### src/rtl/rbfu_stage_sched_if.sv
// rbfu_stage_sched_if: control, issue and writeback signals between the RBFU stage scheduler and its controller
interface rbfu_stage_sched_if;
    logic       start;
    logic [1:0] mode;
    logic       issue_stall;
    logic       busy;
    logic [1:0] opcode;
    logic       radix_mode;
    logic       iss_valid;
    logic [6:0] iss_idx;
    logic [1:0] stage;
    logic [6:0] tw_idx;
    logic       wb_valid;
    logic [6:0] wb_idx;
    logic [1:0] wb_stage;
    logic       done;
    modport master (
        output start, mode, issue_stall,
        input  busy, opcode, radix_mode, iss_valid, iss_idx, stage, tw_idx,
        input  wb_valid, wb_idx, wb_stage, done
    );
    modport slave (
        input  start, mode, issue_stall,
        output busy, opcode, radix_mode, iss_valid, iss_idx, stage, tw_idx,
        output wb_valid, wb_idx, wb_stage, done
    );
endinterface

### src/rtl/rbfu_stage_sched.sv
// rbfu_stage_sched: stage walker and issue sequencer for the RBFU butterfly datapath (NTT/INTT/PWM)
module rbfu_stage_sched #(
    parameter int LAT_R2  = 2,
    parameter int LAT_R4  = 3,
    parameter int LAT_PWM = 3
) (
    input logic clk,
    input logic rst,
    rbfu_stage_sched_if.slave bus
);
    localparam int MAXL0 = LAT_R2 > LAT_R4 ? LAT_R2 : LAT_R4;
    localparam int MAXL  = MAXL0 > LAT_PWM ? MAXL0 : LAT_PWM;
    localparam int TW    = $clog2(MAXL);
    typedef enum logic [1:0] {IDLE, ISSUE, DRAIN, DONE} state_t;
    state_t state, state_n;
    logic [1:0] opcode, opcode_n, stage, stage_n;
    logic [6:0] idx, idx_n, last_idx, tw;
    logic radix, iss, last_stage, wbv, last_wb;
    logic [TW-1:0] tap;
    logic [MAXL-1:0] p_v;
    logic [6:0] p_idx [MAXL];
    logic [1:0] p_stage [MAXL];
    assign radix      = opcode != 2'b11 && (opcode == 2'b10 || stage != 2'd3);
    assign iss        = state == ISSUE && !bus.issue_stall;
    assign last_idx   = opcode == 2'b10 ? 7'd127 : 7'd63;
    assign last_stage = opcode == 2'b10 || (opcode == 2'b00 ? stage == 2'd3 : stage == 2'd0);
    assign tap        = TW'((opcode == 2'b10 ? LAT_PWM : radix ? LAT_R4 : LAT_R2) - 1);
    // A longer tap after a radix switch can still see the previous stage's last entry; stage tag masks it
    assign wbv        = p_v[tap] && p_stage[tap] == stage;
    assign last_wb    = wbv && p_idx[tap] == last_idx;
    assign tw = opcode == 2'b11 ? 7'd0 :
                opcode == 2'b10 ? idx :
                !radix ? 7'd21 + idx :
                stage == 2'd0 ? 7'd0 :
                stage == 2'd1 ? 7'd1 + (idx >> 4) : 7'd5 + (idx >> 2);
    always_comb begin
        state_n  = state;
        opcode_n = opcode;
        stage_n  = stage;
        idx_n    = idx;
        case (state)
            IDLE: if (bus.start && bus.mode != 2'b11) begin
                state_n  = ISSUE;
                opcode_n = bus.mode;
                stage_n  = bus.mode == 2'b01 ? 2'd3 : 2'd0;
                idx_n    = '0;
            end
            ISSUE: if (iss) begin
                state_n = idx == last_idx ? DRAIN : ISSUE;
                idx_n   = idx == last_idx ? idx : idx + 7'd1;
            end
            DRAIN: if (last_wb) begin
                state_n  = last_stage ? DONE : ISSUE;
                opcode_n = last_stage ? 2'b11 : opcode;
                stage_n  = last_stage ? stage : opcode == 2'b00 ? stage + 2'd1 : stage - 2'd1;
                idx_n    = '0;
            end
            default: begin
                state_n = IDLE;
                stage_n = '0;
                idx_n   = '0;
            end
        endcase
    end
    always_ff @(posedge clk) begin
        if (!rst) begin
            state  <= IDLE;
            opcode <= 2'b11;
            stage  <= '0;
            idx    <= '0;
            p_v    <= '0;
            for (int i = 0; i < MAXL; i++) begin
                p_idx[i]   <= '0;
                p_stage[i] <= '0;
            end
        end else begin
            state      <= state_n;
            opcode     <= opcode_n;
            stage      <= stage_n;
            idx        <= idx_n;
            p_v        <= {p_v[MAXL-2:0], iss};
            p_idx[0]   <= idx;
            p_stage[0] <= stage;
            for (int i = 1; i < MAXL; i++) begin
                p_idx[i]   <= p_idx[i-1];
                p_stage[i] <= p_stage[i-1];
            end
        end
    end
    assign bus.busy       = state != IDLE;
    assign bus.opcode     = opcode;
    assign bus.radix_mode = radix;
    assign bus.iss_valid  = iss;
    assign bus.iss_idx    = idx;
    assign bus.stage      = stage;
    assign bus.tw_idx     = tw;
    assign bus.wb_valid   = wbv;
    assign bus.wb_idx     = p_idx[tap];
    assign bus.wb_stage   = p_stage[tap];
    assign bus.done       = state == DONE;
endmodule

### src/flat_wrapper.sv
// flat-port wrapper written by rule: the top's interface ports become plain ports
module rbfu_stage_sched_flat 
#(
    parameter int LAT_R2  = 2,
    parameter int LAT_R4  = 3,
    parameter int LAT_PWM = 3
)
  (clk, rst, bus_start, bus_mode, bus_issue_stall, bus_busy, bus_opcode, bus_radix_mode, bus_iss_valid, bus_iss_idx, bus_stage, bus_tw_idx, bus_wb_valid, bus_wb_idx, bus_wb_stage, bus_done);
  rbfu_stage_sched_if bus_i ();
  input logic clk;
  input logic rst;
  input wire logic [$bits(bus_i.start)-1:0] bus_start;
  input wire logic [$bits(bus_i.mode)-1:0] bus_mode;
  input wire logic [$bits(bus_i.issue_stall)-1:0] bus_issue_stall;
  output wire logic [$bits(bus_i.busy)-1:0] bus_busy;
  output wire logic [$bits(bus_i.opcode)-1:0] bus_opcode;
  output wire logic [$bits(bus_i.radix_mode)-1:0] bus_radix_mode;
  output wire logic [$bits(bus_i.iss_valid)-1:0] bus_iss_valid;
  output wire logic [$bits(bus_i.iss_idx)-1:0] bus_iss_idx;
  output wire logic [$bits(bus_i.stage)-1:0] bus_stage;
  output wire logic [$bits(bus_i.tw_idx)-1:0] bus_tw_idx;
  output wire logic [$bits(bus_i.wb_valid)-1:0] bus_wb_valid;
  output wire logic [$bits(bus_i.wb_idx)-1:0] bus_wb_idx;
  output wire logic [$bits(bus_i.wb_stage)-1:0] bus_wb_stage;
  output wire logic [$bits(bus_i.done)-1:0] bus_done;
  assign bus_i.start = bus_start;
  assign bus_i.mode = bus_mode;
  assign bus_i.issue_stall = bus_issue_stall;
  assign bus_busy = bus_i.busy;
  assign bus_opcode = bus_i.opcode;
  assign bus_radix_mode = bus_i.radix_mode;
  assign bus_iss_valid = bus_i.iss_valid;
  assign bus_iss_idx = bus_i.iss_idx;
  assign bus_stage = bus_i.stage;
  assign bus_tw_idx = bus_i.tw_idx;
  assign bus_wb_valid = bus_i.wb_valid;
  assign bus_wb_idx = bus_i.wb_idx;
  assign bus_wb_stage = bus_i.wb_stage;
  assign bus_done = bus_i.done;
  rbfu_stage_sched #(.LAT_R2(LAT_R2), .LAT_R4(LAT_R4), .LAT_PWM(LAT_PWM)) u_core (.clk(clk), .rst(rst), .bus(bus_i));
endmodule
### config.mk
export PLATFORM = sky130hd
export DESIGN_NAME = rbfu_stage_sched_flat
export DESIGN_NICKNAME = d
export VERILOG_FILES = /design/src/rtl/rbfu_stage_sched_if.sv /design/src/rtl/rbfu_stage_sched.sv /design/src/flat_wrapper.sv
export SDC_FILE = /design/constraint.sdc
export NUM_CORES = 1
export LEC_CHECK = 0
export ABC_CLOCK_PERIOD_IN_PS = 2900
export BUFFER_PORTS_ARGS = -buffer_cell sky130_fd_sc_hd__buf_2
export CAP_MARGIN = 20
export CORE_UTILIZATION = 42
export DETAILED_ROUTE_END_ITERATION = 7
export PLACE_DENSITY = 0.66
export SETUP_SLACK_MARGIN = 0.05
export SYNTH_ARGS = -nofsm -noshare
export SYNTH_HDL_FRONTEND = slang
export SYNTH_SLANG_ARGS = --single-unit
export TNS_END_PERCENT = 10
### constraint.sdc
create_clock -name clk -period 2.9 [get_ports clk]
set_clock_uncertainty 0.15 [all_clocks]
set_input_delay 0.58 -clock clk [delete_from_list [all_inputs] [get_ports clk]]
set_output_delay 0.58 -clock clk [all_outputs]
set_load 0.005 [all_outputs]
== Word-level counts from Yosys, hierarchy flattened ==
Memories as Yosys holds them, arrays and structs flattened.
Cells that the tools add are included.

* Bits in registers: 16
* Bits in latches: 0
* RAM bits: 27
* Memory bits (read-only): 0
* Bits of input ports: 6
* Output and inout port bits: 32
* Logic and storage cells: 99
* Memories: 2

* $add $sub $neg: 7
* $mul: 0
* Div/mod/pow operators: 0
* Magnitude comparators: 1
* Eq/ne operators: 20
* Shift operators: 0
* Muxes and demuxes: 40
* Bitwise gates (word level): 7
* Reductions and logical operators: 17

{| class="wikitable"
|+ Memories
! name !! depth !! width !! read ports !! clocked after Yosys merged registers in !! wr ports !! RTL line !! RTL
|-
| u_core.p_idx || 3 || 7 || 3 || 0 || 3 || rbfu_stage_sched.sv:21 || <nowiki>logic [6:0] p_idx [MAXL];</nowiki>
|-
| u_core.p_stage || 3 || 2 || 3 || 0 || 3 || rbfu_stage_sched.sv:22 || <nowiki>logic [1:0] p_stage [MAXL];</nowiki>
|}

{| class="wikitable"
|+ Operators with widths
! operator !! number
|-
| $mux 7 || 13
|-
| $mux 2 || 17
|-
| $pmux 7 s3 || 1
|-
| $eq 7x7->1 || 2
|-
| $ne 2x2->1 const B || 6
|-
| $pmux 2 s3 || 2
|-
| $reduce_and 4->1 || 3
|-
| $eq 2x2->1 const B || 5
|-
| $add 5x7->7 const A || 1
|-
| $add 7x1->7 const B || 1
|-
| $add 3x5->6 const A || 1
|-
| $eq 2x1->1 const B || 3
|-
| $logic_not 2->1 || 3
|-
| $ne 2x1->1 const B || 3
|-
| $or 1x1->1 || 6
|-
| $logic_and 1x1->1 || 5
|-
| $mux 1 || 5
|-
| $add 1x3->4 const A || 1
|-
| $pmux 2 s2 || 1
|-
| $reduce_bool 2->1 || 2
|-
| $lt 2x3->1 const B || 1
|-
| $reduce_and 3->1 || 1
|-
| $add 2x1->2 const B || 1
|-
| $bmux 1 s2 || 1
|-
| 6 further kinds || 7
|}

== Longest topological paths before layout ==
Gate-level depths: netlist (run 1).

* Depth after elaboration: 12
* Gate-level depth with buffers: 12
* Depth with buffers taken out: 10

== Least setup slack after synthesis (run 1) ==
No wires, ideal clock.

* Kind: register to register
* Start point: register u_core.stage[0] (netlist: u_core.bus.stage[0])
* End point: register u_core.idx[1] (netlist: u_core.bus.iss_idx[1])
* Arrival: 2.461 ns
* Slack: 0.165 ns
* Cell stages (with the launch flop): 9
* Path buffers: 0
* Period minus slack after synthesis: 2.735 ns
* Path through: dfxtp_1 -> ha_1 -> mux2_2 -> o22ai_1 -> a2bb2oi_2 -> o211ai_1 -> or3_4 -> a2bb2oi_4 -> mux2_1

* Longest elaborated chain between the ends: 12

{| class="wikitable"
|+ Ends and longest elaborated chain
! element !! RTL line !! RTL
|-
| start: declaration || rbfu_stage_sched.sv:16 || <nowiki>logic [1:0] opcode, opcode_n, stage, stage_n;</nowiki>
|-
| start signal: assignment || rbfu_stage_sched.sv:79 || <nowiki>stage <= stage_n;</nowiki>
|-
| $ne 2x2->1 || rbfu_stage_sched.sv:23 || <nowiki>assign radix = opcode != 2'b11 && (opcode == 2'b10 || stage != 2'd3);</nowiki>
|-
| $logic_or 1x1->1 || rbfu_stage_sched.sv:23 ||
|-
| $logic_and 1x1->1 || rbfu_stage_sched.sv:23 ||
|-
| $mux 1 || rbfu_stage_sched.sv:27 || <nowiki>assign tap = TW'((opcode == 2'b10 ? LAT_PWM : radix ? LAT_R4 : LAT_R2) - 1);</nowiki>
|-
| $mux 2 || rbfu_stage_sched.sv:27 ||
|-
| $sub 2x2->2 || rbfu_stage_sched.sv:27 ||
|-
| $mem_v2 3x2 or $bmux 1 s2 (tied branches) || -- ||
|-
| $eq 2x2->1 or $mux 1 (tied branches) || rbfu_stage_sched.sv:29 || <nowiki>assign wbv = p_v[tap] && p_stage[tap] == stage;</nowiki>
|-
| $logic_and 1x1->1 || rbfu_stage_sched.sv:29 ||
|-
| $logic_and 1x1->1 (*) || rbfu_stage_sched.sv:30 || <nowiki>assign last_wb = wbv && p_idx[tap] == last_idx;</nowiki>
|-
| $ne 2x1->1 (no source line) (*) || -- ||
|-
| $reduce_and 4->1 (no source line) (*) || -- ||
|-
| end signal: assignment || rbfu_stage_sched.sv:80 || <nowiki>idx <= idx_n;</nowiki>
|-
| end: declaration || rbfu_stage_sched.sv:17 || <nowiki>logic [6:0] idx, idx_n, last_idx, tw;</nowiki>
|}

Every way passes the cells marked *; elsewhere a longest branch is shown, timed or not. The select of a mux whose other input is x is not followed.
A chain may end at the register's enable or synchronous reset.

== Worst setup path after layout (run 1) ==
* Start point: register u_core.stage[0] (netlist: u_core.bus.stage[0])
* End point: output port bus_wb_valid

* Longest elaborated chain between the ends: 9

{| class="wikitable"
|+ Ends and longest elaborated chain
! element !! RTL line !! RTL
|-
| $ne 2x2->1 || rbfu_stage_sched.sv:23 ||
|-
| $logic_or 1x1->1 || rbfu_stage_sched.sv:23 ||
|-
| $logic_and 1x1->1 || rbfu_stage_sched.sv:23 ||
|-
| $mux 1 || rbfu_stage_sched.sv:27 ||
|-
| $mux 2 || rbfu_stage_sched.sv:27 ||
|-
| $sub 2x2->2 || rbfu_stage_sched.sv:27 ||
|-
| $mem_v2 3x2 or $bmux 1 s2 (tied branches) || -- ||
|-
| $eq 2x2->1 or $mux 1 (tied branches) || rbfu_stage_sched.sv:29 ||
|-
| $logic_and 1x1->1 (*) || rbfu_stage_sched.sv:29 ||
|-
| end: declaration || flat_wrapper.sv:22 || <nowiki>output wire logic [$bits(bus_i.wb_valid)-1:0] bus_wb_valid;</nowiki>
|}

Marked as above.

==> results_tabular.tex, run 1 <==
\begin{tabular}{lr}
\hline
Metric & Value \\
\hline
\multicolumn{2}{l}{\textbf{Placement}} \\
\quad Cell area reported after detailed placement & 0.00284 mm2 \\
\quad Setup Slack @ Placement & 0.104 ns \\
\quad Number of I/O port buffers & 37 \\
\quad Cell count after placement & 422 \\
\quad Detailed placer's ending HPWL & 4850 um \\
\quad Gp weighted congestion & 0.856 \\
\multicolumn{2}{l}{\textbf{Worst setup path}} \\
\quad Reg2reg end & u\_core.bus.iss\_idx[1] \\
\quad Type of destination of the critical path & output port \\
\quad Cell breakdown of the critical path & ha\_4, buf\_6, mux2\_2, a221oi\_1, o21ai\_0, o211ai\_1, inv\_1, buf\_2 \\
\quad Worst r2r path cells & 11 \\
\quad Kind of critical path & reg -> out \\
\quad Crit path max fanout & 11 \\
\quad Worst path arrival time & 2.07 ns \\
\quad R2R Path Start & u\_core.bus.stage[1] \\
\quad Standard cell with the maximum stage delay on the critical path & sky130\_fd\_sc\_hd\_\_dfxtp\_2 \\
\quad Flop2flop setup slack & 0.17 ns \\
\quad Type of element launching the critical path & flop \\
\quad Worst path required time & 2.17 ns \\
\quad Slowest Stage Delay on Critical Path & 0.39 ns \\
\multicolumn{2}{l}{\textbf{Worst hold path}} \\
\quad Sink of the worst hold path & u\_core.p\_stage[1][1] \\
\quad Worst hold path stage count & 1 \\
\quad Startpoint of the lowest-slack hold path & u\_core.p\_stage[0][1] \\
\quad Class of the tightest hold or removal check & reg -> reg \\
\multicolumn{2}{l}{\textbf{STA}} \\
\quad Slew at the pin closest to its max-slew limit & 0.450 ns \\
\quad FMAX & 0.358 GHz \\
\quad Final sum of negative setup slack & 0 ns \\
\quad Slew Limit Headroom & 69.9\% \\
\quad Hold Worst Slack & 0.316 ns \\
\quad Period utilisation layout & 96.4\% \\
\quad Setup repair after global routing missed its margin & true \\
\quad Number of max-slew violations in the final report & 0 \\
\quad Fin crit period & 2.80 ns \\
\quad Crit path setup slack, layout & 0.104 ns \\
\quad Setup violations, final & 0 \\
\quad Number of hold violations in the final report & 0 \\
\multicolumn{2}{l}{\textbf{Global route}} \\
\quad Number of global-route vias before repair & 2185 \\
\quad Maximum number of pins on one net before global-route repair & 20 \\
\quad Remaining global-route overflow & 0 \\
\quad First-pass GRT wire length & 10900 um \\
\quad Antenna violations before repair & 0 \\
\quad Global Route Usage Sum & 22.0\% \\
\multicolumn{2}{l}{\textbf{Drt}} \\
\quad Count of vias placed by the detailed router & 2357 \\
\quad Total wirelength of the detailed-routed design & 6640 um \\
\quad Number of search-and-repair iterations in the first detailed-routing pass & 4 \\
\quad Drt first-iter violations & 115 \\
\quad Count of antenna-violating nets left after detailed routing & 0 \\
\quad Routed wire length per instance & 15.4 um \\
\quad Remaining routing DRC violations & 0 \\
\quad Via density per instance & 5.47 \\
\multicolumn{2}{l}{\textbf{Clock network}} \\
\quad Quantity of hold-fixing buffers added after cts & 0 \\
\quad Number of H-tree branching levels & 2 \\
\quad Clock transition time at the flip-flop clock pins of the worst setup and hold paths & 0.09 ns \\
\quad Cell at the root of the clock tree & sky130\_fd\_sc\_hd\_\_clkbuf\_8 \\
\quad Worst-Skew Late Latency & 0.29 ns \\
\quad Number of sinks on the clock net & 43 \\
\quad CTS tree & yes \\
\quad TritonCTS Buffers & 5 \\
\quad Number of buffers on the longest clock path & 2 \\
\multicolumn{2}{l}{\textbf{Yosys}} \\
\quad Count of cell types in the netlist & 55 \\
\quad Warnings, synthesis & 0 \\
\quad Ys flop type & sky130\_fd\_sc\_hd\_\_dfxtp\_1 \\
\quad Average cell area after synthesis & 7.98 um2 \\
\quad Cell types with the largest area share after synthesis & sky130\_fd\_sc\_hd\_\_dfxtp\_1, sky130\_fd\_sc\_hd\_\_and2\_1, sky130\_fd\_sc\_hd\_\_a21oi\_1 \\
\quad Cells after synthesis & 314 \\
\quad Netlist area before placement & 0.00251 mm2 \\
\quad Area share of the largest cell type after synthesis & 34.3\% \\
\quad Async set-reset flop share out of synthesis & 0\% \\
\quad Post-synthesis cell type with the largest combined area & sky130\_fd\_sc\_hd\_\_dfxtp\_1 \\
\quad Share of the yosys chip area belonging to registers & 34.3\% \\
\quad Post-synth net total & 329 \\
\quad Number of synthesized flops with an enable pin & 0 \\
\quad Number of synthesized register bits & 43 \\
\multicolumn{2}{l}{\textbf{Outcome}} \\
\quad Outcome & completed \\
\multicolumn{2}{l}{\textbf{Power and ir drop}} \\
\quad Pwr dens & 458 mW/mm2 \\
\quad Maximum VDD drop & 0.377 mV \\
\quad Final total power & 1.37 mW \\
\quad Leakage component of the power & 1.30 nW \\
\multicolumn{2}{l}{\textbf{Final layout}} \\
\quad Post-route cell area & 0.00300 mm2 \\
\quad Proportion of layout cells with a drive suffix above 1 & 24.0\% \\
\quad Antenna diodes & 0 \\
\quad Filler-free cell count of the finished design & 431 \\
\quad Area added between synthesis and finish & 19.6\% \\
\quad Fin util & 53.1\% \\
\quad Total number of nets in the final design & 373 \\
\multicolumn{2}{l}{\textbf{Floorplan}} \\
\quad Number of top-level pins & 38 \\
\quad Die Span X & 79.2 um \\
\quad Area of the placeable core & 0.00564 mm2 \\
\quad Die Height & 79.2 um \\
\quad Area of the die & 0.00628 mm2 \\
\quad Starting utilization of the core area & 44.4\% \\
\quad Rows & 27 \\
\multicolumn{2}{l}{\textbf{Flow run}} \\
\quad Max-cap check violation count & 0 \\
\hline
\end{tabular}
[placed cells by master, fill, tap and decap left out, drive strengths merged, types with 4 or more instances in the layout]
cell and instances:
xor2 4, nor2 26, mux2 7, a31oi 4
ha 9, mux2i 4, nor2b 6, o21ai 21
a22oi 5, nand2 27, o22ai 7, nand3 7
dfxtp 43, and2 26, nor3 10, buf 57
inv 16, clkbuf 5, a21oi 23, nand2b 4
[cell type report]
cell class / count / area (um2)
clock inverters: 3 / 43.8
fillers: 541 / 2640
well taps: 72 / 90.1
multi-input cells: 235 / 1520
repair buffers: 57 / 339
clock buffers: 5 / 68.8
inverters: 16 / 62.6
flip-flops and latches: 43 / 870
[cell families after synthesis]
group / Yosys count / synth area share [%]
XOR/XNOR: 7 / 2.45
AND/OR/NAND/NOR: 119 / 24.4
adder cells (fa/ha/maj): 9 / 4.49
buffers and inverters: 36 / 5.89
multiplexers: 11 / 4.74
AO/OA/AOI/OAI: 89 / 23.7
flip-flops: 43 / 34.3
[worst max-delay path by stage]
| stage | cells after the start | start | to | slack (ns) |
|---|---|---|---|---|
| final | 8 | u_core.bus.stage[0] | bus_wb_valid | 0.10 |
| after global routing | 8 | u_core.bus.stage[0] | bus_wb_valid | 0.02 |
| after CTS | 8 | u_core.bus.stage[1] | bus_wb_valid | 0.05 |
| after detailed placement | 8 | u_core.bus.stage[1] | u_core.bus.iss_idx[1] | 0.10 |
| after global placement | 8 | u_core.bus.stage[1] | u_core.bus.iss_idx[1] | 0.19 |
| after floorplan | 8 | u_core.bus.stage[0] | u_core.bus.iss_idx[1] | 0.17 |
[power by group]
group | total (mW) | switching, mW | internal, mW
Clock | 0.468 | 0.211 | 0.257
Combinational | 0.278 | 0.157 | 0.121
Sequential | 0.627 | 0.0221 | 0.605
Total | 1.37 | 0.391 | 0.982
[timing repair]
| item | in CTS | in global routing |
|---|---|---|
| pin swaps | 1 | 0 |
| gates resized for setup | 4 | 9 |
| endpoints found under the setup margin | 2 | 7 |
| cloned | 0 | 0 |
| setup buffers | 1 | 0 |
[critical path, delay by kind of cell, from the launching register on]
kind,cells,cell delay [ns]
flip-flops,1,0.39
AO/OA/AOI/OAI,3,0.53
buffers and inverters,3,0.35
multiplexers,1,0.35
adder cells (fa/ha/maj),1,0.17
[cells in the mapped netlist, types with 2 or more instances]
cell type                   instances
sky130_fd_sc_hd__dfxtp_1           43
sky130_fd_sc_hd__a221oi_1           2
sky130_fd_sc_hd__nor2b_1            6
sky130_fd_sc_hd__mux2i_1            4
sky130_fd_sc_hd__nor2_1            26
sky130_fd_sc_hd__nand2_1           26
sky130_fd_sc_hd__xnor2_1            3
sky130_fd_sc_hd__o21ai_0           21
sky130_fd_sc_hd__o21bai_1           2
sky130_fd_sc_hd__o21a_1             2
sky130_fd_sc_hd__nand4_1            2
sky130_fd_sc_hd__a22oi_1            5
sky130_fd_sc_hd__clkbuf_1          14
sky130_fd_sc_hd__xor2_1             4
sky130_fd_sc_hd__nand3b_1           2
sky130_fd_sc_hd__o22ai_1            7
sky130_fd_sc_hd__a41oi_1            2
sky130_fd_sc_hd__a311oi_1           2
sky130_fd_sc_hd__nand2b_1           3
sky130_fd_sc_hd__nor3_1             9
sky130_fd_sc_hd__a31oi_1            4
sky130_fd_sc_hd__inv_1             15
sky130_fd_sc_hd__and2_1            26
sky130_fd_sc_hd__a32oi_1            2
sky130_fd_sc_hd__ha_1               9
sky130_fd_sc_hd__mux2_2             6
sky130_fd_sc_hd__a2111oi_0          2
sky130_fd_sc_hd__nand3_1            7
sky130_fd_sc_hd__and3_1             2
sky130_fd_sc_hd__buf_2              4
sky130_fd_sc_hd__a21oi_1           23
sky130_fd_sc_hd__nor3b_1            3
sky130_fd_sc_hd__or3_1              2
sky130_fd_sc_hd__a21o_1             3
[flip-flops by register name, summed over array words and instances, names as in the netlist]
signal / flops
u_core.bus.iss_idx: 7
u_core.p_idx: 21
u_core.bus.opcode: 2
u_core.p_v: 3
u_core.state: 2
u_core.bus.stage: 2
u_core.p_stage: 6
[layer usage]
layer / track usage (%) / share of wire [%]
met1: 30.9 / 47
met2: 35.7 / 46
met3: 3.68 / 6.4
met4: 3.45 / 0.23
met5: 0 / 0
Note: power is estimated with default switching activity, not from simulation.
==> run 2, diff against run 1 <==
--- a/config.mk
+++ b/config.mk
@@ -5,13 +5,14 @@
 export SDC_FILE = /design/constraint.sdc
 export NUM_CORES = 1
 export LEC_CHECK = 0
-export ABC_CLOCK_PERIOD_IN_PS = 2900
+export ABC_CLOCK_PERIOD_IN_PS = 3100
 export BUFFER_PORTS_ARGS = -buffer_cell sky130_fd_sc_hd__buf_2
 export CAP_MARGIN = 20
 export CORE_UTILIZATION = 42
 export DETAILED_ROUTE_END_ITERATION = 7
-export PLACE_DENSITY = 0.66
+export PLACE_DENSITY = 0.64
 export SETUP_SLACK_MARGIN = 0.05
+export SKIP_LAST_GASP = 1
 export SYNTH_ARGS = -nofsm -noshare
 export SYNTH_HDL_FRONTEND = slang
 export SYNTH_SLANG_ARGS = --single-unit
==> constraint.sdc (replaced) <==
create_clock -name clk -period 3.1 [get_ports clk]
set_clock_uncertainty 0.15 [all_clocks]
set_input_delay 0.62 -clock clk [delete_from_list [all_inputs] [get_ports clk]]
set_output_delay 0.62 -clock clk [all_outputs]
set_load 0.005 [all_outputs]
==> run 2 against run 1 <==
Against the previous run: via count is 2.5% higher; sequential cell count stayed put; register-to-register slack worse by 0.14 ns; clock power is 8.5% lower; sequential share of layout area is 0.52 points higher; critical path depth is 4 higher.
==> results_tabular.tex, run 2 (synthesis gave the netlist of run 1 again) <==
\begin{tabular}{lr}
\hline
Metric & Value \\
\hline
\multicolumn{2}{l}{\textbf{Final layout}} \\
\quad Leading cell type in the layout, fill and taps excluded & sky130\_fd\_sc\_hd\_\_dfxtp\_1 (unchanged) \\
\quad FILL cells & 536 (was 541) \\
\quad Post-route cell area & 0.00292 mm2 (was 0.00300 mm2) \\
\quad Antenna diodes & 0 (unchanged) \\
\quad Top library cells by usage in the layout, fill and taps aside & sky130\_fd\_sc\_hd\_\_dfxtp\_1, sky130\_fd\_sc\_hd\_\_buf\_2, sky130\_fd\_sc\_hd\_\_nand2\_1, sky130\_fd\_sc\_hd\_\_and2\_1, sky130\_fd\_sc\_hd\_\_nor2\_1 (unchanged) \\
\quad Area added between synthesis and finish & 16.3\% (was 19.6\%) \\
\quad Max FFs per register & 21 (unchanged) \\
\quad Total number of nets in the final design & 368 (was 373) \\
\quad Proportion of layout cells with a drive suffix above 1 & 20.4\% (was 24.0\%) \\
\quad Register with the highest flop count & u\_core.p\_idx (unchanged) \\
\quad Fin util & 51.7\% (was 53.1\%) \\
\quad Filler-free cell count of the finished design & 425 (was 431) \\
\multicolumn{2}{l}{\textbf{STA}} \\
\quad Fin crit period & 3.07 ns \\
\quad Slew Limit Headroom & 67.7\% (was 69.9\%) \\
\quad Slew at the pin closest to its max-slew limit & 0.472 ns (was 0.450 ns) \\
\quad Final sum of negative setup slack & 0 ns (unchanged) \\
\quad Number of max-slew violations in the final report & 0 (unchanged) \\
\quad Period utilisation layout & 99.1\% \\
\quad FMAX & 0.326 GHz \\
\quad Crit path setup slack, layout & 0.0291 ns (was 0.104 ns) \\
\quad Setup repair after global routing missed its margin & true (unchanged) \\
\quad Hold Worst Slack & 0.312 ns (was 0.316 ns) \\
\quad Number of hold violations in the final report & 0 (unchanged) \\
\quad Setup violations, final & 0 (unchanged) \\
\multicolumn{2}{l}{\textbf{Placement}} \\
\quad Number of I/O port buffers & 37 (unchanged) \\
\quad Cell count after placement & 417 (was 422) \\
\quad Detailed placer's ending HPWL & 4900 um (was 4850 um) \\
\quad Gp weighted congestion & 0.897 (was 0.856) \\
\quad Cell area reported after detailed placement & 0.00280 mm2 (was 0.00284 mm2) \\
\quad Setup Slack @ Placement & 0.145 ns (was 0.104 ns) \\
\multicolumn{2}{l}{\textbf{Worst setup path}} \\
\quad Kind of critical path & reg -> reg (was reg -> out) \\
\quad Cell family contributing the most delay on the critical path & compound AO/OA/AOI/OAI gates (unchanged) \\
\quad Reg2reg end & u\_core.bus.iss\_idx[1] (unchanged) \\
\quad Standard cell with the maximum stage delay on the critical path & sky130\_fd\_sc\_hd\_\_or3\_4 (was sky130\_fd\_sc\_hd\_\_dfxtp\_2) \\
\quad R2R Path Start & u\_core.bus.stage[0] (was u\_core.bus.stage[1]) \\
\quad Worst path required time & 3.15 ns (was 2.17 ns) \\
\quad Timing startpoint of the critical path & u\_core.bus.stage[0] (unchanged) \\
\quad Worst path arrival time & 3.12 ns (was 2.07 ns) \\
\quad Cell mode on critical path & sky130\_fd\_sc\_hd\_\_buf\_4 \\
\quad Slowest Stage Delay on Critical Path & 0.41 ns (was 0.39 ns) \\
\quad Cell breakdown of the critical path & ha\_1, buf\_4, nand2b\_2, nand2\_2, inv\_2, a31o\_1, a2bb2oi\_2, o211ai\_1, buf\_4, or3\_4, a2bb2oi\_4, mux2\_1 (was ha\_4, buf\_6, mux2\_2, a221oi\_1, o21ai\_0, o211ai\_1, inv\_1, buf\_2) \\
\quad Worst r2r path cells & 12 (was 11) \\
\quad Type of destination of the critical path & flop (was output port) \\
\quad Flop2flop setup slack & 0.03 ns (was 0.17 ns) \\
\quad Buffers \& Inverters on Critical Path & 3 (unchanged) \\
\quad Crit path max fanout & 11 (unchanged) \\
\quad Type of element launching the critical path & flop (unchanged) \\
\multicolumn{2}{l}{\textbf{Drt}} \\
\quad Count of antenna-violating nets left after detailed routing & 0 (unchanged) \\
\quad Drt first-iter violations & 156 (was 115) \\
\quad Number of search-and-repair iterations in the first detailed-routing pass & 4 (unchanged) \\
\quad Via density per instance & 5.68 (was 5.47) \\
\quad Total wirelength of the detailed-routed design & 6720 um (was 6640 um) \\
\quad Count of vias placed by the detailed router & 2415 (was 2357) \\
\quad Remaining routing DRC violations & 0 (unchanged) \\
\quad Routed wire length per instance & 15.8 um (was 15.4 um) \\
\multicolumn{2}{l}{\textbf{Global route}} \\
\quad First-pass GRT wire length & 10900 um (about the same) \\
\quad Global Route Usage Sum & 22.3\% (was 22.0\%) \\
\quad Number of global-route vias before repair & 2186 (was 2185) \\
\quad Antenna violations before repair & 0 (unchanged) \\
\quad Maximum number of pins on one net before global-route repair & 21 (was 20) \\
\quad Remaining global-route overflow & 0 (unchanged) \\
\multicolumn{2}{l}{\textbf{Outcome}} \\
\quad Outcome & completed (unchanged) \\
\multicolumn{2}{l}{\textbf{Clock network}} \\
\quad Number of buffers on the longest clock path & 2 (unchanged) \\
\quad Clock transition time at the flip-flop clock pins of the worst setup and hold paths & 0.08 ns (was 0.09 ns) \\
\quad Quantity of hold-fixing buffers added after cts & 0 (unchanged) \\
\quad Worst-Skew Late Latency & 0.30 ns (was 0.29 ns) \\
\quad Number of sinks on the clock net & 43 (unchanged) \\
\quad Cell at the root of the clock tree & sky130\_fd\_sc\_hd\_\_clkbuf\_8 (unchanged) \\
\quad TritonCTS Buffers & 5 (unchanged) \\
\quad CTS tree & yes (unchanged) \\
\quad Number of H-tree branching levels & 2 (unchanged) \\
\multicolumn{2}{l}{\textbf{Worst hold path}} \\
\quad Class of the tightest hold or removal check & reg -> reg (unchanged) \\
\quad Sink of the worst hold path & u\_core.p\_stage[1][1] (unchanged) \\
\quad Worst hold path stage count & 1 (unchanged) \\
\quad Startpoint of the lowest-slack hold path & u\_core.p\_stage[0][1] (unchanged) \\
\multicolumn{2}{l}{\textbf{Floorplan}} \\
\quad Die Span X & 79.2 um (unchanged) \\
\quad Rows & 27 (unchanged) \\
\quad Area of the placeable core & 0.00564 mm2 (unchanged) \\
\quad Die Height & 79.2 um (unchanged) \\
\quad Area of the die & 0.00628 mm2 (unchanged) \\
\quad Starting utilization of the core area & 44.4\% (unchanged) \\
\quad Number of top-level pins & 38 (unchanged) \\
\multicolumn{2}{l}{\textbf{Power and ir drop}} \\
\quad Leakage component of the power & 1.29 nW (was 1.30 nW) \\
\quad Pwr dens & 433 mW/mm2 (was 458 mW/mm2) \\
\quad Maximum VDD drop & 0.228 mV (was 0.377 mV) \\
\quad Final total power & 1.26 mW (was 1.37 mW) \\
\multicolumn{2}{l}{\textbf{Flow run}} \\
\quad Max-cap check violation count & 0 (unchanged) \\
\hline
\end{tabular}
==> run 2: repair_timing <==
item | in CTS | in global routing
buffers inserted | 1 | 0
hold endpoints to repair | 0 | 0
endpoints found under the setup margin | 1 | 9
gates resized for setup | 0 | 1
pin swaps | 1 | 0
gates cloned | 0 | 0
==> run 2: cell type report <==
class | count | area [um2] | area share [%]
Clock buffer | 6 | 72.6 | 2.49
Clock inverter | 1 | 30.0 | 1.03
Inverter | 16 | 60.1 | 2.06
Multi-Input combinational cell | 235 | 1500 | 51.6
Sequential cell | 43 | 861 | 29.5
Tap cell | 72 | 90.1 | 3.09
Timing Repair Buffer | 52 | 298 | 10.2
==> run 2: worst max path at each step <==
stage | cells past startpoint | to | slack (ns)
3_3_place_gp | 11 | u_core.bus.iss_idx[1] | 0.26
5_1_grt | 12 | u_core.bus.iss_idx[1] | -0.09
2_1_floorplan | 8 | u_core.bus.iss_idx[1] | 0.37
6_report | 12 | u_core.bus.iss_idx[1] | 0.03
4_1_cts | 12 | u_core.bus.iss_idx[1] | 0.05
3_5_place_dp | 11 | u_core.bus.iss_idx[1] | 0.14
==> run 2: where the power goes <==
group	switching, mW	internal [mW]
clock	0.192	0.236
combinational	0.144	0.104
sequential	0.0223	0.565
==> run 2: metal layers <==
layer  up-vias  global-route usage [%]  share of wire (%)
li1       1183                       -                  -
met2        83                    34.1                 45
met1      1143                    31.2                 48
met4         0                    8.18                1.2
met3         6                    3.68                5.2
met5         -                       0                  0
==> run 3, diff against run 2 <==
--- a/config.mk
+++ b/config.mk
@@ -8,6 +8,7 @@
 export ABC_CLOCK_PERIOD_IN_PS = 3100
 export BUFFER_PORTS_ARGS = -buffer_cell sky130_fd_sc_hd__buf_2
 export CAP_MARGIN = 20
+export CORE_ASPECT_RATIO = 0.8
 export CORE_UTILIZATION = 42
 export DETAILED_ROUTE_END_ITERATION = 7
 export PLACE_DENSITY = 0.64
==> run 3 against run 2 <==
Against the previous run: power increased by 7.8%; highest routed layer unchanged; critical endpoint is now bus_wb_valid; core utilization grew 1.7 points; critical path depth shrank 4; clock power is 22% higher; die area barely moved; cell count increased by 2.1%; final area up 2.3%.
==> results_tabular.tex, run 3 (synthesis gave the netlist of run 1 again) <==
\begin{tabular}{lr}
\hline
Metric & Value \\
\hline
\multicolumn{2}{l}{\textbf{Drt}} \\
\quad Drt first-iter violations & 186 (was 156) \\
\quad Remaining routing DRC violations & 0 (unchanged) \\
\quad Count of vias placed by the detailed router & 2393 (was 2415) \\
\quad Via density per instance & 5.51 (was 5.68) \\
\quad Routed wire length per instance & 15.5 um (was 15.8 um) \\
\quad Count of antenna-violating nets left after detailed routing & 0 (unchanged) \\
\quad Total wirelength of the detailed-routed design & 6730 um (was 6720 um) \\
\quad Number of search-and-repair iterations in the first detailed-routing pass & 5 (was 4) \\
\multicolumn{2}{l}{\textbf{Global route}} \\
\quad Met1 Usage GRT & 33.2\% (was 31.2\%) \\
\quad GR met3 Demand/Resource & 3.85\% (was 3.68\%) \\
\quad Met2 Use GR & 34.4\% (was 34.1\%) \\
\quad Remaining global-route overflow & 0 (unchanged) \\
\quad Number of global-route vias before repair & 2123 (was 2186) \\
\quad Antenna violations before repair & 0 (unchanged) \\
\quad Maximum number of pins on one net before global-route repair & 36 (was 21) \\
\quad Most heavily used metal layer in global routing & met2 (unchanged) \\
\quad Global Route Usage Sum & 22.6\% (was 22.3\%) \\
\quad First-pass GRT wire length & 10900 um (unchanged) \\
\multicolumn{2}{l}{\textbf{Worst setup path}} \\
\quad Cell count along the critical path & 8 (was 12) \\
\quad Termination of the worst setup path & bus\_wb\_valid (was u\_core.bus.iss\_idx[1]) \\
\quad Crit path max fanout & 12 (was 11) \\
\quad Worst path arrival time & 2.18 ns (was 3.12 ns) \\
\quad Reg2reg end & u\_core.bus.stage[0] (was u\_core.bus.iss\_idx[1]) \\
\quad Slowest Stage Delay on Critical Path & 0.40 ns (was 0.41 ns) \\
\quad Buffers \& Inverters on Critical Path & 3 (unchanged) \\
\quad Flop2flop setup slack & 0.27 ns (was 0.03 ns) \\
\quad Kind of critical path & reg -> out (was reg -> reg) \\
\quad Cell breakdown of the critical path & ha\_1, buf\_6, mux2\_2, a221oi\_1, o21ai\_0, o211ai\_1, inv\_1, buf\_2 (was ha\_1, buf\_4, nand2b\_2, nand2\_2, inv\_2, a31o\_1, a2bb2oi\_2, o211ai\_1, buf\_4, or3\_4, a2bb2oi\_4, mux2\_1) \\
\quad Type of destination of the critical path & output port (was flop) \\
\quad Cell family contributing the most delay on the critical path & compound AO/OA/AOI/OAI gates (unchanged) \\
\quad Timing startpoint of the critical path & u\_core.bus.stage[1] (was u\_core.bus.stage[0]) \\
\quad Worst r2r path cells & 9 (was 12) \\
\quad Worst path required time & 2.33 ns (was 3.15 ns) \\
\quad Type of element launching the critical path & flop (unchanged) \\
\quad Standard cell with the maximum stage delay on the critical path & sky130\_fd\_sc\_hd\_\_dfxtp\_2 (was sky130\_fd\_sc\_hd\_\_or3\_4) \\
\quad R2R Path Start & u\_core.bus.stage[1] (was u\_core.bus.stage[0]) \\
\multicolumn{2}{l}{\textbf{Placement}} \\
\quad Number of I/O port buffers & 37 (unchanged) \\
\quad Detailed placer's ending HPWL & 5000 um (was 4900 um) \\
\quad Gp weighted congestion & 0.881 (was 0.897) \\
\multicolumn{2}{l}{\textbf{Floorplan}} \\
\quad Die Span X & 88.4 um (was 79.2 um) \\
\quad Rows & 24 (was 27) \\
\quad Area of the die & 0.00628 mm2 (about the same) \\
\quad Area of the placeable core & 0.00559 mm2 (was 0.00564 mm2) \\
\quad Die Height & 71.1 um (was 79.2 um) \\
\quad Number of top-level pins & 38 (unchanged) \\
\quad Starting utilization of the core area & 44.9\% (was 44.4\%) \\
\multicolumn{2}{l}{\textbf{Power and ir drop}} \\
\quad Power spent charging and discharging nets & 367 uW (was 357 uW) \\
\quad Maximum VDD drop & 0.253 mV (was 0.228 mV) \\
\quad Final total power & 1.36 mW (was 1.26 mW) \\
\quad Logic gate share of total power & 18.4\% (was 19.6\%) \\
\quad Pwr dens & 457 mW/mm2 (was 433 mW/mm2) \\
\quad Proportion of power drawn by flip-flops and latches & 43.1\% (was 46.5\%) \\
\quad Internal power of the cells & 995 uW (was 906 uW) \\
\quad Net switching fraction of the power & 26.9\% (was 28.3\%) \\
\quad Clock power frac & 38.4\% (was 33.9\%) \\
\quad Leakage component of the power & 1.30 nW (was 1.29 nW) \\
\multicolumn{2}{l}{\textbf{Flow run}} \\
\quad Max-cap check violation count & 0 (unchanged) \\
\multicolumn{2}{l}{\textbf{Final layout}} \\
\quad Total number of nets in the final design & 370 (was 368) \\
\quad FILL cells & 552 (was 536) \\
\quad Leading cell type in the layout, fill and taps excluded & sky130\_fd\_sc\_hd\_\_dfxtp\_1 (unchanged) \\
\quad Proportion of layout cells with a drive suffix above 1 & 22.2\% (was 20.4\%) \\
\quad Area added between synthesis and finish & 19.0\% (was 16.3\%) \\
\quad Register with the highest flop count & u\_core.p\_idx (unchanged) \\
\quad Antenna diodes & 0 (unchanged) \\
\quad Max FFs per register & 21 (unchanged) \\
\quad Top library cells by usage in the layout, fill and taps aside & sky130\_fd\_sc\_hd\_\_dfxtp\_1, sky130\_fd\_sc\_hd\_\_buf\_2, sky130\_fd\_sc\_hd\_\_nand2\_1, sky130\_fd\_sc\_hd\_\_and2\_1, sky130\_fd\_sc\_hd\_\_nor2\_1 (unchanged) \\
\quad Fin util & 53.4\% (was 51.7\%) \\
\multicolumn{2}{l}{\textbf{Clock network}} \\
\quad Cell at the root of the clock tree & sky130\_fd\_sc\_hd\_\_clkbuf\_8 (unchanged) \\
\quad Clock transition time at the flip-flop clock pins of the worst setup and hold paths & 0.09 ns (was 0.08 ns) \\
\quad CTS tree & yes (unchanged) \\
\quad TritonCTS Buffers & 5 (unchanged) \\
\quad Number of buffers on the longest clock path & 2 (unchanged) \\
\quad Number of sinks on the clock net & 43 (unchanged) \\
\quad Quantity of hold-fixing buffers added after cts & 0 (unchanged) \\
\quad Number of H-tree branching levels & 2 (unchanged) \\
\quad Worst-Skew Late Latency & 0.30 ns (about the same) \\
\multicolumn{2}{l}{\textbf{STA}} \\
\quad Number of max-slew violations in the final report & 0 (unchanged) \\
\quad Slew Limit Headroom & 65.0\% (was 67.7\%) \\
\quad FMAX & 0.339 GHz (was 0.326 GHz) \\
\quad Setup violations, final & 0 (unchanged) \\
\quad Number of hold violations in the final report & 0 (unchanged) \\
\quad Fin crit period & 2.95 ns (was 3.07 ns) \\
\quad Slew at the pin closest to its max-slew limit & 0.525 ns (was 0.472 ns) \\
\quad Setup repair after global routing missed its margin & false (was true) \\
\quad Final sum of negative setup slack & 0 ns (unchanged) \\
\quad Period utilisation layout & 95.1\% (was 99.1\%) \\
\multicolumn{2}{l}{\textbf{Worst hold path}} \\
\quad Class of the tightest hold or removal check & reg -> reg (unchanged) \\
\multicolumn{2}{l}{\textbf{Outcome}} \\
\quad Outcome & completed (unchanged) \\
\hline
\end{tabular}
## run 3: worst reg2reg max path, stage by stage, from the launching register on
cell,delay (ns)
sky130_fd_sc_hd__dfxtp_2,0.40
sky130_fd_sc_hd__ha_1,0.21
sky130_fd_sc_hd__mux2_2,0.35
sky130_fd_sc_hd__o22ai_1,0.25
sky130_fd_sc_hd__a2bb2oi_2,0.16
sky130_fd_sc_hd__o211ai_1,0.14
sky130_fd_sc_hd__buf_4,0.17
sky130_fd_sc_hd__nor3_2,0.45
sky130_fd_sc_hd__a2111oi_0,0.20
sky130_fd_sc_hd__a311oi_1,0.26
## run 3: final cells by class
type                            count  area, um2  share of cell area (%)
Multi-Input combinational cell    235       1510                    50.5
Sequential cell                    43        863                    29.0
Timing Repair Buffer               54        317                    10.6
Tap cell                           78       97.6                    3.27
Clock buffer                        5       68.8                    2.31
Clock inverter                      3       67.6                    2.27
Inverter                           16       62.6                    2.10
## run 3: power groups by stage
| stage | clock (mW) | sequential (mW) | combinational [mW] |
|---|---|---|---|
| after global placement | 0 | 0.599 | 0.246 |
| after floorplan | 0 | 0.592 | 0.169 |
| after CTS | 0.530 | 0.586 | 0.247 |
| after global routing | 0.558 | 0.590 | 0.277 |
| final | 0.523 | 0.587 | 0.251 |
| after detailed placement | 0 | 0.599 | 0.246 |
## run 3: metal layers
layer | share of wire (%) | wire (um) | vias to the layer above
met5 | 0 | 0 | -
met1 | 48 | 3210 | 1104
met4 | 0.64 | 43 | 0
met3 | 6.9 | 466 | 5
li1 | - | - | 1186
met2 | 45 | 3010 | 98
## run 3: worst min path at each step
stage / startpoint / slack (ns) / endpoint / depth (start not counted)
global route: u_core.p_idx[0][1] / 0.33 / u_core.p_idx[1][1] / 1
CTS: u_core.p_idx[0][2] / 0.31 / u_core.p_idx[1][2] / 1
finish: u_core.p_idx[0][1] / 0.31 / u_core.p_idx[1][1] / 1
detailed placement: u_core.p_idx[0][2] / 0.29 / u_core.p_idx[1][2] / 1
global placement: u_core.p_idx[0][2] / 0.28 / u_core.p_idx[1][2] / 1
floorplan: u_core.p_idx[0][1] / 0.27 / u_core.p_idx[1][1] / 1
## run 3: metrics by stage
stage	worst slack (ns)	instance area [um2]	hold WS [ns]	cells
floorplan	0.365	2510	0.273	314
global placement	0.313	2820	0.285	425
detailed placement	0.228	2820	0.294	425
CTS	0.0641	2960	0.314	433
global route	0.0563	2980	0.335	434
finish	0.152	2980	0.310	434
## run 3: what timing repair did
action | in CTS | in global routing
resized for setup | 1 | 5
pin swaps | 0 | 1
setup endpoints to repair | 1 | 2
buffers inserted | 0 | 1
